**src/rtl/sad_pkg.sv**
```systemverilog
// Shared types and sizing helpers for the SAD datapath: pixel width,
// default widths, controller state encoding and accumulator sizing.
package sad_pkg;

  localparam int PIX_W     = 8;
  localparam int SAD_W_DEF = 16;
  localparam int IDX_W_DEF = 9;

  typedef enum logic [2:0] {
    IDLE,
    RUN,
    DRAIN,
    CMP,
    DONE
  } state_t;

  // Smallest accumulator width that holds 255 * blk_pixels.
  function automatic int sad_w_for(input int blk_pixels);
    return $clog2(255 * blk_pixels + 1);
  endfunction

endpackage

```
**src/rtl/sad_pe.sv**
```systemverilog
// One SAD processing element: absolute pixel difference accumulated into a
// register. clr wins over en so a new block can start on the same edge.
module sad_pe
  import sad_pkg::*;
#(
  parameter int SAD_W = SAD_W_DEF
) (
  input  logic             clk,
  input  logic             rst,
  input  logic             clr,
  input  logic             en,
  input  logic [PIX_W-1:0] a,
  input  logic [PIX_W-1:0] b,
  output logic [SAD_W-1:0] acc
);

  logic [PIX_W:0]   diff9;
  logic [PIX_W-1:0] absd;
  logic [SAD_W-1:0] acc_q, acc_d;

  always_comb begin
    diff9 = {1'b0, a} - {1'b0, b};
    // Borrow bit set means b > a: two's-complement negate the low bits.
    absd  = diff9[PIX_W] ? (~diff9[PIX_W-1:0] + 8'd1) : diff9[PIX_W-1:0];
    acc_d = acc_q;
    if (clr)     acc_d = '0;
    else if (en) acc_d = acc_q + SAD_W'(absd);
  end

  always_ff @(posedge clk) begin
    if (!rst) acc_q <= '0;
    else      acc_q <= acc_d;
  end

  assign acc = acc_q;

endmodule

```
**src/rtl/sad_block_accumulator.sv**
```systemverilog
// Full-search SAD controller: pulls BLK_PIXELS pixel pairs per candidate
// from two FIFOs, reports each candidate SAD and tracks the minimum.
//
// state | meaning
// IDLE  | waiting for start
// RUN   | issuing FIFO reads for the current candidate
// DRAIN | last pixel pair accumulating
// CMP   | SAD complete: report it and update the best
// DONE  | search finished, done pulse
module sad_block_accumulator
  import sad_pkg::*;
#(
  parameter int BLK_PIXELS = 256,
  parameter int NUM_CAND   = 289,
  parameter int SAD_W      = sad_w_for(BLK_PIXELS),
  parameter int IDX_W      = IDX_W_DEF
) (
  input  logic             clk,
  input  logic             rst,
  input  logic             start,
  input  logic [8:0]       cur_count,
  input  logic [8:0]       ref_count,
  input  logic [PIX_W-1:0] cur_data,
  input  logic [PIX_W-1:0] ref_data,
  output logic             cur_rd,
  output logic             ref_rd,
  output logic             busy,
  output logic             sad_valid,
  output logic [SAD_W-1:0] sad,
  output logic [IDX_W-1:0] cand_idx,
  output logic             done,
  output logic [SAD_W-1:0] best_sad,
  output logic [IDX_W-1:0] best_idx
);

  localparam int CNT_W = $clog2(BLK_PIXELS + 1);
  localparam logic [CNT_W-1:0] BLK_LAST  = CNT_W'(BLK_PIXELS);
  localparam logic [IDX_W-1:0] CAND_LAST = IDX_W'(NUM_CAND - 1);

  state_t           state_q, state_d;
  logic [CNT_W-1:0] iss_q, iss_d;
  logic [IDX_W-1:0] idx_q, idx_d;
  logic [SAD_W-1:0] best_q, best_d;
  logic [IDX_W-1:0] best_idx_q, best_idx_d;
  logic             rd_q, rd_d, rd_d1_q;
  logic             busy_q, sad_valid_q, done_q;
  logic             acc_clr, cur_avail, ref_avail;
  logic [SAD_W-1:0] acc;

  always_comb begin
    state_d    = state_q;
    iss_d      = iss_q;
    idx_d      = idx_q;
    best_d     = best_q;
    best_idx_d = best_idx_q;
    acc_clr    = 1'b0;
    // The read strobe is registered, so the read already on the bus has not
    // yet left the FIFO count; it must not be counted as available again.
    cur_avail  = rd_q ? (cur_count > 9'd1) : (cur_count != 9'd0);
    ref_avail  = rd_q ? (ref_count > 9'd1) : (ref_count != 9'd0);

    case (state_q)
      IDLE: begin
        if (start) begin
          state_d = RUN;
          iss_d   = '0;
          idx_d   = '0;
          acc_clr = 1'b1;
        end
      end
      RUN: begin
        if (iss_q == BLK_LAST) state_d = DRAIN;
      end
      DRAIN: state_d = CMP;
      CMP: begin
        if ((idx_q == '0) || (acc < best_q)) begin
          best_d     = acc;
          best_idx_d = idx_q;
        end
        if (idx_q == CAND_LAST) begin
          state_d = DONE;
        end else begin
          state_d = RUN;
          iss_d   = '0;
          idx_d   = idx_q + 1'b1;
          acc_clr = 1'b1;
        end
      end
      DONE:    state_d = IDLE;
      default: state_d = IDLE;
    endcase

    rd_d = (state_d == RUN) && (iss_d != BLK_LAST) && cur_avail && ref_avail;
    if (rd_d) iss_d = iss_d + 1'b1;
  end

  always_ff @(posedge clk) begin
    if (!rst) begin
      state_q     <= IDLE;
      iss_q       <= '0;
      idx_q       <= '0;
      best_q      <= '0;
      best_idx_q  <= '0;
      rd_q        <= 1'b0;
      rd_d1_q     <= 1'b0;
      busy_q      <= 1'b0;
      sad_valid_q <= 1'b0;
      done_q      <= 1'b0;
    end else begin
      state_q     <= state_d;
      iss_q       <= iss_d;
      idx_q       <= idx_d;
      best_q      <= best_d;
      best_idx_q  <= best_idx_d;
      rd_q        <= rd_d;
      rd_d1_q     <= rd_q;
      busy_q      <= (state_d == RUN) || (state_d == DRAIN) || (state_d == CMP);
      sad_valid_q <= (state_d == CMP);
      done_q      <= (state_d == DONE);
    end
  end

  sad_pe #(
    .SAD_W(SAD_W)
  ) u_pe (
    .clk(clk),
    .rst(rst),
    .clr(acc_clr),
    .en (rd_d1_q),
    .a  (cur_data),
    .b  (ref_data),
    .acc(acc)
  );

  assign cur_rd    = rd_q;
  assign ref_rd    = rd_q;
  assign busy      = busy_q;
  assign sad_valid = sad_valid_q;
  assign sad       = acc;
  assign cand_idx  = idx_q;
  assign done      = done_q;
  assign best_sad  = best_q;
  assign best_idx  = best_idx_q;

endmodule
```
**config.mk**
```make
export PLATFORM = sky130hd
export DESIGN_NAME = sad_block_accumulator
export DESIGN_NICKNAME = d
export VERILOG_FILES = /design/src/rtl/sad_pkg.sv /design/src/rtl/sad_pe.sv /design/src/rtl/sad_block_accumulator.sv
export SDC_FILE = /design/constraint.sdc
export NUM_CORES = 1
export LEC_CHECK = 0
export CAP_MARGIN = 20
export CORE_MARGIN = 1.5
export CORE_UTILIZATION = 43
export CTS_CLUSTER_DIAMETER = 200
export DETAILED_ROUTE_END_ITERATION = 12
export HOLD_SLACK_MARGIN = 0.02
export PLACE_DENSITY = 0.76
export SLEW_MARGIN = 20
export SYNTH_ARGS = -nofsm -noshare
export SYNTH_HDL_FRONTEND = slang
export SYNTH_SLANG_ARGS = --single-unit
```
**constraint.sdc**
```tcl
create_clock -name clk -period 7.66 [get_ports clk]
set_input_delay 0.766 -clock clk [delete_from_list [all_inputs] [get_ports clk]]
set_output_delay 0.766 -clock clk [all_outputs]
set_load 0.02 [all_outputs]
```
==> impl_metrics.yaml, run 1 <==
synthesis:
  synth.most_common_cell: "nand2_1"
  synthFlopType: "dfxtp_1"
  synth_cell_types: 51
  ys_async_sr_fraction: 0
  synth_area_leaders: "dfxtp_1 (33%), ha_1 (11%), mux2i_1 (6.8%)"
  synth_common_cells: "nand2_1 (70), dfxtp_1 (67), nor2_1 (45)"
  synth_edf_count: 0
  synthCells: 498
  syn_avg_cell_area_sq_um: 8.25
  syn-num-nets: 573
  ys_seq_area_frac: 0.326
  yosysTopAreaCell: "dfxtp_1"
  synth.top_cell.area_share: 0.326
  ys_warn_count: 0
  ys_ff_latch: 67
  syn_area_sq_mm: 0.00411
detailed_routing:
  drt_wl_total_mm: 9.60
  vias_per_cell: 5.24
  first_pass_iters: 5
  drt_iter0_markers: 129
  via_count: 3770
  ant_nets: 0
  avgRoutedWirePerCell_um: 13.4
  drc: 0
layout:
  n_antenna_cell: 0
  fill_cells: 853
  layout.nets: 660
  instances_no_fill: 719
  drive_gt1_frac: 0.0475
  area_growth_pct: 30.5
floorplanning:
  die_area_sq_mm: 0.0102
  initial_core_util: 0.445
  num_rows: 35
  core_area_sq_mm: 0.00924
  die_h_um: 101
  ios: 92
  die_w_um: 101
clock_tree:
  cts_num_sinks: 67
  cts_hold_buf: 0
  clk_pin_slew_ns: 0.08
  cts_made_buffers: 9
  clk_latency_ns: 0.35
  cts_root_buf: "clkbuf_8"
  htree_num_levels: 3
  ctsResizeCount: 0
  post_cts_buffers: 0
  clockBufferDepth: 2
  cts_tree: "yes"
worst_setup_path:
  critPathMaxFanout: 8
  crit_type: "input port to register"
  critical_path_arrival_ns: 4.68
  cp-start-kind: "input port"
  crit_path_end_kind: "register"
  worst-endpoint-required_ns: 7.86
timing:
  tns_ns: 0
  slew_violations: 0
  fin_crit_sh: 0.585
  layout_setup_ws_ns: 3.18
  timing.final.crit_period_ns: 4.48
  setup_viol: 0
  timing.fmax_mhz: 223
  whs_ns: 0.462
  rsz0062_at_grt: "false"
  worst_pin_slew_ns: 0.915
  fin_skew_ns: 0.0178
  maxSlewHeadroom: 0.390
  hold_violations: 0
placed_design:
  placed_cells: 702
  dp_slack_ns: 2.83
  dp.final_hpwl_mm: 7.18
  gp_congestion: 0.816
  portBuffers: 91
global_route:
  grt_start_max_net_pins: 56
  grtUsageTotal: 0.199
  antenna_found_initial: 0
  grt_pass1_wl_mm: 16.1
  grt_pass1_vias: 3534
  grt_overflow: 0
flow_run:
  cap_violations: 0
power:
  ir_drop_mv: 0.127
  finalPower_mw: 0.862
  powerDensity_mw_per_mm2: 161
  p_leak_nw: 2.13
status:
  status: "finished, final reports clean"
worst_hold_path:
  hp-class: "register to register"
==> worst max-delay path, stage by stage <==
cell	delay, ns
clkdlybuf4s50_1	0.45
ha_1	0.15
inv_1	0.05
fa_1	0.40
a211oi_1	0.40
o21ai_0	0.16
a21o_1	0.17
a21o_1	0.25
mux2_2	0.31
ha_1	0.28
a21o_1	0.18
a21oi_1	0.27
o211ai_1	0.15
a31oi_1	0.45
or3_1	0.18
a21oi_1	0.06
==> worst paths after layout <==
check,startpoint,endpoint,slack [ns],cells past startpoint
max,ref_data[0],u_pe.acc[11],3.18,16
min,best_idx[8],best_idx[8],0.46,2
max reg2reg,cand_idx[0],iss_q[8],4.36,13
min reg2reg,best_idx[8],best_idx[8],0.46,2
==> cells by family after synthesis <==
logic type               Yosys count  share of synthesized area
XOR/XNOR                          27                     0.0575
adder cells (fa/ha/maj)           38                      0.119
flip-flops                        67                      0.326
buffers and inverters             56                     0.0551
AO/OA/AOI/OAI                     88                      0.135
AND/OR/NAND/NOR                  192                      0.233
multiplexers                      30                     0.0737
==> state kept, by name, summed over array words and instances (netlist names) <==
register and flops:
cur_rd 1, cand_idx 9, rd_d1_q 1, state_q 3
best_idx 9, u_pe.acc 16, busy 1, iss_q 9
done 1, best_sad 16, sad_valid 1
==> metal layers <==
metal | vias up | global-route usage | wire (um)
met5 | - | 0 | 0
met4 | 0 | 0.0563 | 136
met3 | 12 | 0.0381 | 323
met2 | 76 | 0.360 | 4890
met1 | 1788 | 0.237 | 4250
li1 | 1894 | - | -
==> cell usage in the layout (no fill, tap or decap), types with 3 or more instances in the layout <==
cell	netlist	layout
mux2i_1	28	28
o211ai_1	4	4
a211oi_1	7	7
nand2_1	70	70
inv_1	40	40
and3_1	5	5
xnor2_1	21	21
o21ai_0	16	16
o21bai_1	5	5
a21oi_1	32	32
ha_1	36	36
nor3b_1	3	3
nor2b_1	9	9
or3_1	7	7
dfxtp_1	67	67
clkbuf_8	0	9
nor4b_1	3	3
nor4_1	4	4
nand3_1	10	10
clkdlybuf4s50_1	0	90
nand2b_1	5	5
a31oi_1	4	4
nor2_1	45	45
and2_1	3	3
o31ai_1	3	3
nor3_1	6	6
a21o_1	7	7
xor2_1	6	6
nand4_1	7	7
o21a_1	4	4
==> power by group <==
group | total (mW) | switching (mW) | internal (mW)
combinational | 0.171 | 0.0898 | 0.0811
sequential | 0.360 | 0.00736 | 0.353
clock | 0.331 | 0.146 | 0.185
==> through the flow <==
step | cell area [sq um] | util
after global routing | 5360 | 0.580
after CTS | 5340 | 0.577
final | 5360 | 0.580
after floorplan | 4110 | -
after global placement | 5110 | 0.553
after detailed placement | 5110 | 0.553
==> area by class of cell <==
| cell class | count | area (sq um) | area share |
|---|---|---|---|
| multi-input combinational | 375 | 2550 | 0.476 |
| tap | 129 | 161 | 0.0301 |
| clock inverter | 7 | 98.8 | 0.0184 |
| inverter | 40 | 150 | 0.0280 |
| clock buffer | 9 | 124 | 0.0231 |
| sequential | 67 | 1340 | 0.250 |
| timing repair buffer | 92 | 933 | 0.174 |
Note: power is estimated with default switching activity, not from simulation.
==> run 2, diff against run 1 <==
==> constraint.sdc (replaced) <==
create_clock -name clk -period 4.67 [get_ports clk]
set_input_delay 0.467 -clock clk [delete_from_list [all_inputs] [get_ports clk]]
set_output_delay 0.467 -clock clk [all_outputs]
set_load 0.02 [all_outputs]
==> impl_metrics.yaml, run 2 (synthesis gave the netlist of run 1 again) <==
status:
  status: "finished, final reports clean"
detailed_routing:
  avgRoutedWirePerCell_um: 13.3
  drt_iter0_markers: 116
  drt_wl_total_mm: 9.56
  ant_nets: 0
  vias_per_cell: 5.17
  via_count: 3725
  drc: 0
  first_pass_iters: 5
timing:
  worst_pin_slew_ns: 0.790
  fin_skew_ns: 0.0123
  rsz0062_at_grt: "false"
  hold_violations: 0
  fin_crit_sh: 0.887
  timing.final.crit_period_ns: 4.14
  setup_viol: 0
  timing.fmax_mhz: 241
  layout_setup_ws_ns: 0.529
  tns_ns: 0
  maxSlewHeadroom: 0.473
  slew_violations: 0
floorplanning:
  die_w_um: 101
  initial_core_util: 0.445
  ios: 92
  num_rows: 35
  core_area_sq_mm: 0.00924
  die_h_um: 101
  die_area_sq_mm: 0.0102
worst_setup_path:
  crit_path_end_kind: "register"
  rrSetupSlack_ns: 1.32
  critical_path_arrival_ns: 4.35
  worst-endpoint-required_ns: 4.88
  timing.rr.end: "iss_q[8]"
  cpLargestDelayFamily: "compound AO/OA/AOI/OAI gates"
  worstPathBufferInverterCount: 2
  path_common_cell: "a21o_1"
  crit_type: "input port to register"
  critPathMaxFanout: 8
  crit_chain: "clkdlybuf4s50_1 > ha_1 > inv_1 > fa_1 > a211oi_1 > o21ai_0 > a21o_1 > a21o_1 > mux2_2 > ha_1 > a21o_1 > a21oi_1 > o211ai_1 > a31oi_1 > or3_1 > a21oi_1"
  crit_slowest_cell: "clkdlybuf4s50_1"
  cp-start-kind: "input port"
  r2r-start: "cand_idx[0]"
  r2r_cells: 13
  max_stage_delay_ns: 0.45
  cp.depth: 16
layout:
  layout.nets: 661
  drive_gt1_frac: 0.0491
  register_area_sq_mm: 0.00134
  design_area_sq_mm: 0.00535
  n_antenna_cell: 0
  fill_cells: 870
  layout_commonest_cell: "clkdlybuf4s50_1"
  area_growth_pct: 30.1
  layout_common_cells: "clkdlybuf4s50_1 (90), nand2_1 (70), dfxtp_1 (67)"
  multi_input_area_sq_mm: 0.00255
power:
  p_leak_nw: 2.12
  ir_drop_mv: 0.176
  powerDensity_mw_per_mm2: 255
  finalPower_mw: 1.36
worst_hold_path:
  hold-path-cell-count: 2
  worstHoldStart: "best_idx[2]"
  hold_end: "best_idx[2]"
  hp-class: "register to register"
clock_tree:
  clk_latency_ns: 0.35
  post_cts_buffers: 0
  cts_tree: "yes"
  htree_num_levels: 3
  cts_num_sinks: 67
  cts_hold_buf: 0
  clockBufferDepth: 2
  cts_made_buffers: 9
  ctsResizeCount: 0
  clk_pin_slew_ns: 0.08
  cts_root_buf: "clkbuf_8"
placed_design:
  portBuffers: 91
  dp.final_hpwl_mm: 7.14
  dp_slack_ns: 0.159
  gp_congestion: 0.817
  place_area_sq_mm: 0.00512
global_route:
  grt_start_max_net_pins: 56
  grt_overflow: 0
  grtUsageTotal: 0.197
  antenna_found_initial: 0
  grt_pass1_vias: 3518
  grt_pass1_wl_mm: 16.1
flow_run:
  cap_violations: 0
[run 2: changes by cell type in the layout (fill, tap and decap cells not counted)]
cell / previous run / this run
buf_4: 0 / 1
bufinv_16: 2 / 1
clkinv_4: 1 / 2
clkinvlp_4: 1 / 2
inv_6: 2 / 1
[run 2: how the worst max path moves through the flow]
| stage | from | end | slack, ns |
|---|---|---|---|
| finish | ref_data[0] | u_pe.acc[11] | 0.53 |
| global route | cur_data[0] | u_pe.acc[11] | 0.15 |
| CTS | ref_data[0] | u_pe.acc[11] | 0.53 |
| detailed placement | ref_data[0] | u_pe.acc[11] | 0.16 |
| global placement | ref_data[0] | u_pe.acc[15] | 0.29 |
| floorplan | cur_data[0] | u_pe.acc[15] | 1.0 |
[run 2: metal layers]
layer | vias to the layer above | global-route usage | wire length, um
met3 | 9 | 0.0444 | 338
met4 | 0 | 0.0683 | 93
met2 | 67 | 0.336 | 4730
met1 | 1751 | 0.245 | 4400
met5 | - | 0 | 0
li1 | 1898 | - | -
[run 2: final cells by class]
class | instances | area share
repair buffers | 93 | 0.176
clock buffers | 9 | 0.0232
clock inverters | 7 | 0.0143
multi-input cells | 375 | 0.478
flip-flops and latches | 67 | 0.251
inverters | 40 | 0.0281
well taps | 129 | 0.0302
[run 2: where the power goes]
group	leakage [nW]	total (mW)	switching [mW]	internal (mW)
Clock	0.0958	0.490	0.241	0.249
Sequential	0.541	0.591	0.0120	0.579
Combinational	1.48	0.282	0.149	0.134
Total	2.12	1.36	0.402	0.961
[run 2: worst register-to-register path, stage by stage, from the launching register on]
cell and delay, ns:
dfxtp_1 0.40, inv_1 0.09, ha_1 0.13, nor4b_2 0.29, a41oi_2 0.24, nor2b_4 0.40, and2_1 0.24, inv_1 0.06
ha_1 0.17, a21oi_1 0.11, o21bai_1 0.09, a21o_1 0.34, or4b_1 0.55, a21oi_1 0.15
[run 2: through the flow]
step	hold slack, ns	util	instances
6_report	0.461	0.579	720
3_5_place_dp	0.457	0.554	703
3_3_place_gp	0.444	0.554	703
4_1_cts	0.469	0.576	719
5_1_grt	0.477	0.579	720
2_1_floorplan	0.441	-	498
==> run 3, diff against run 2 <==
--- a/config.mk
+++ b/config.mk
@@ -12,7 +12,6 @@
 export DETAILED_ROUTE_END_ITERATION = 12
 export HOLD_SLACK_MARGIN = 0.02
 export PLACE_DENSITY = 0.76
-export SLEW_MARGIN = 20
 export SYNTH_ARGS = -nofsm -noshare
 export SYNTH_HDL_FRONTEND = slang
 export SYNTH_SLANG_ARGS = --single-unit
==> results of run 3 <==
No change in the layout: final DEF, timing and power equal those of run 2.
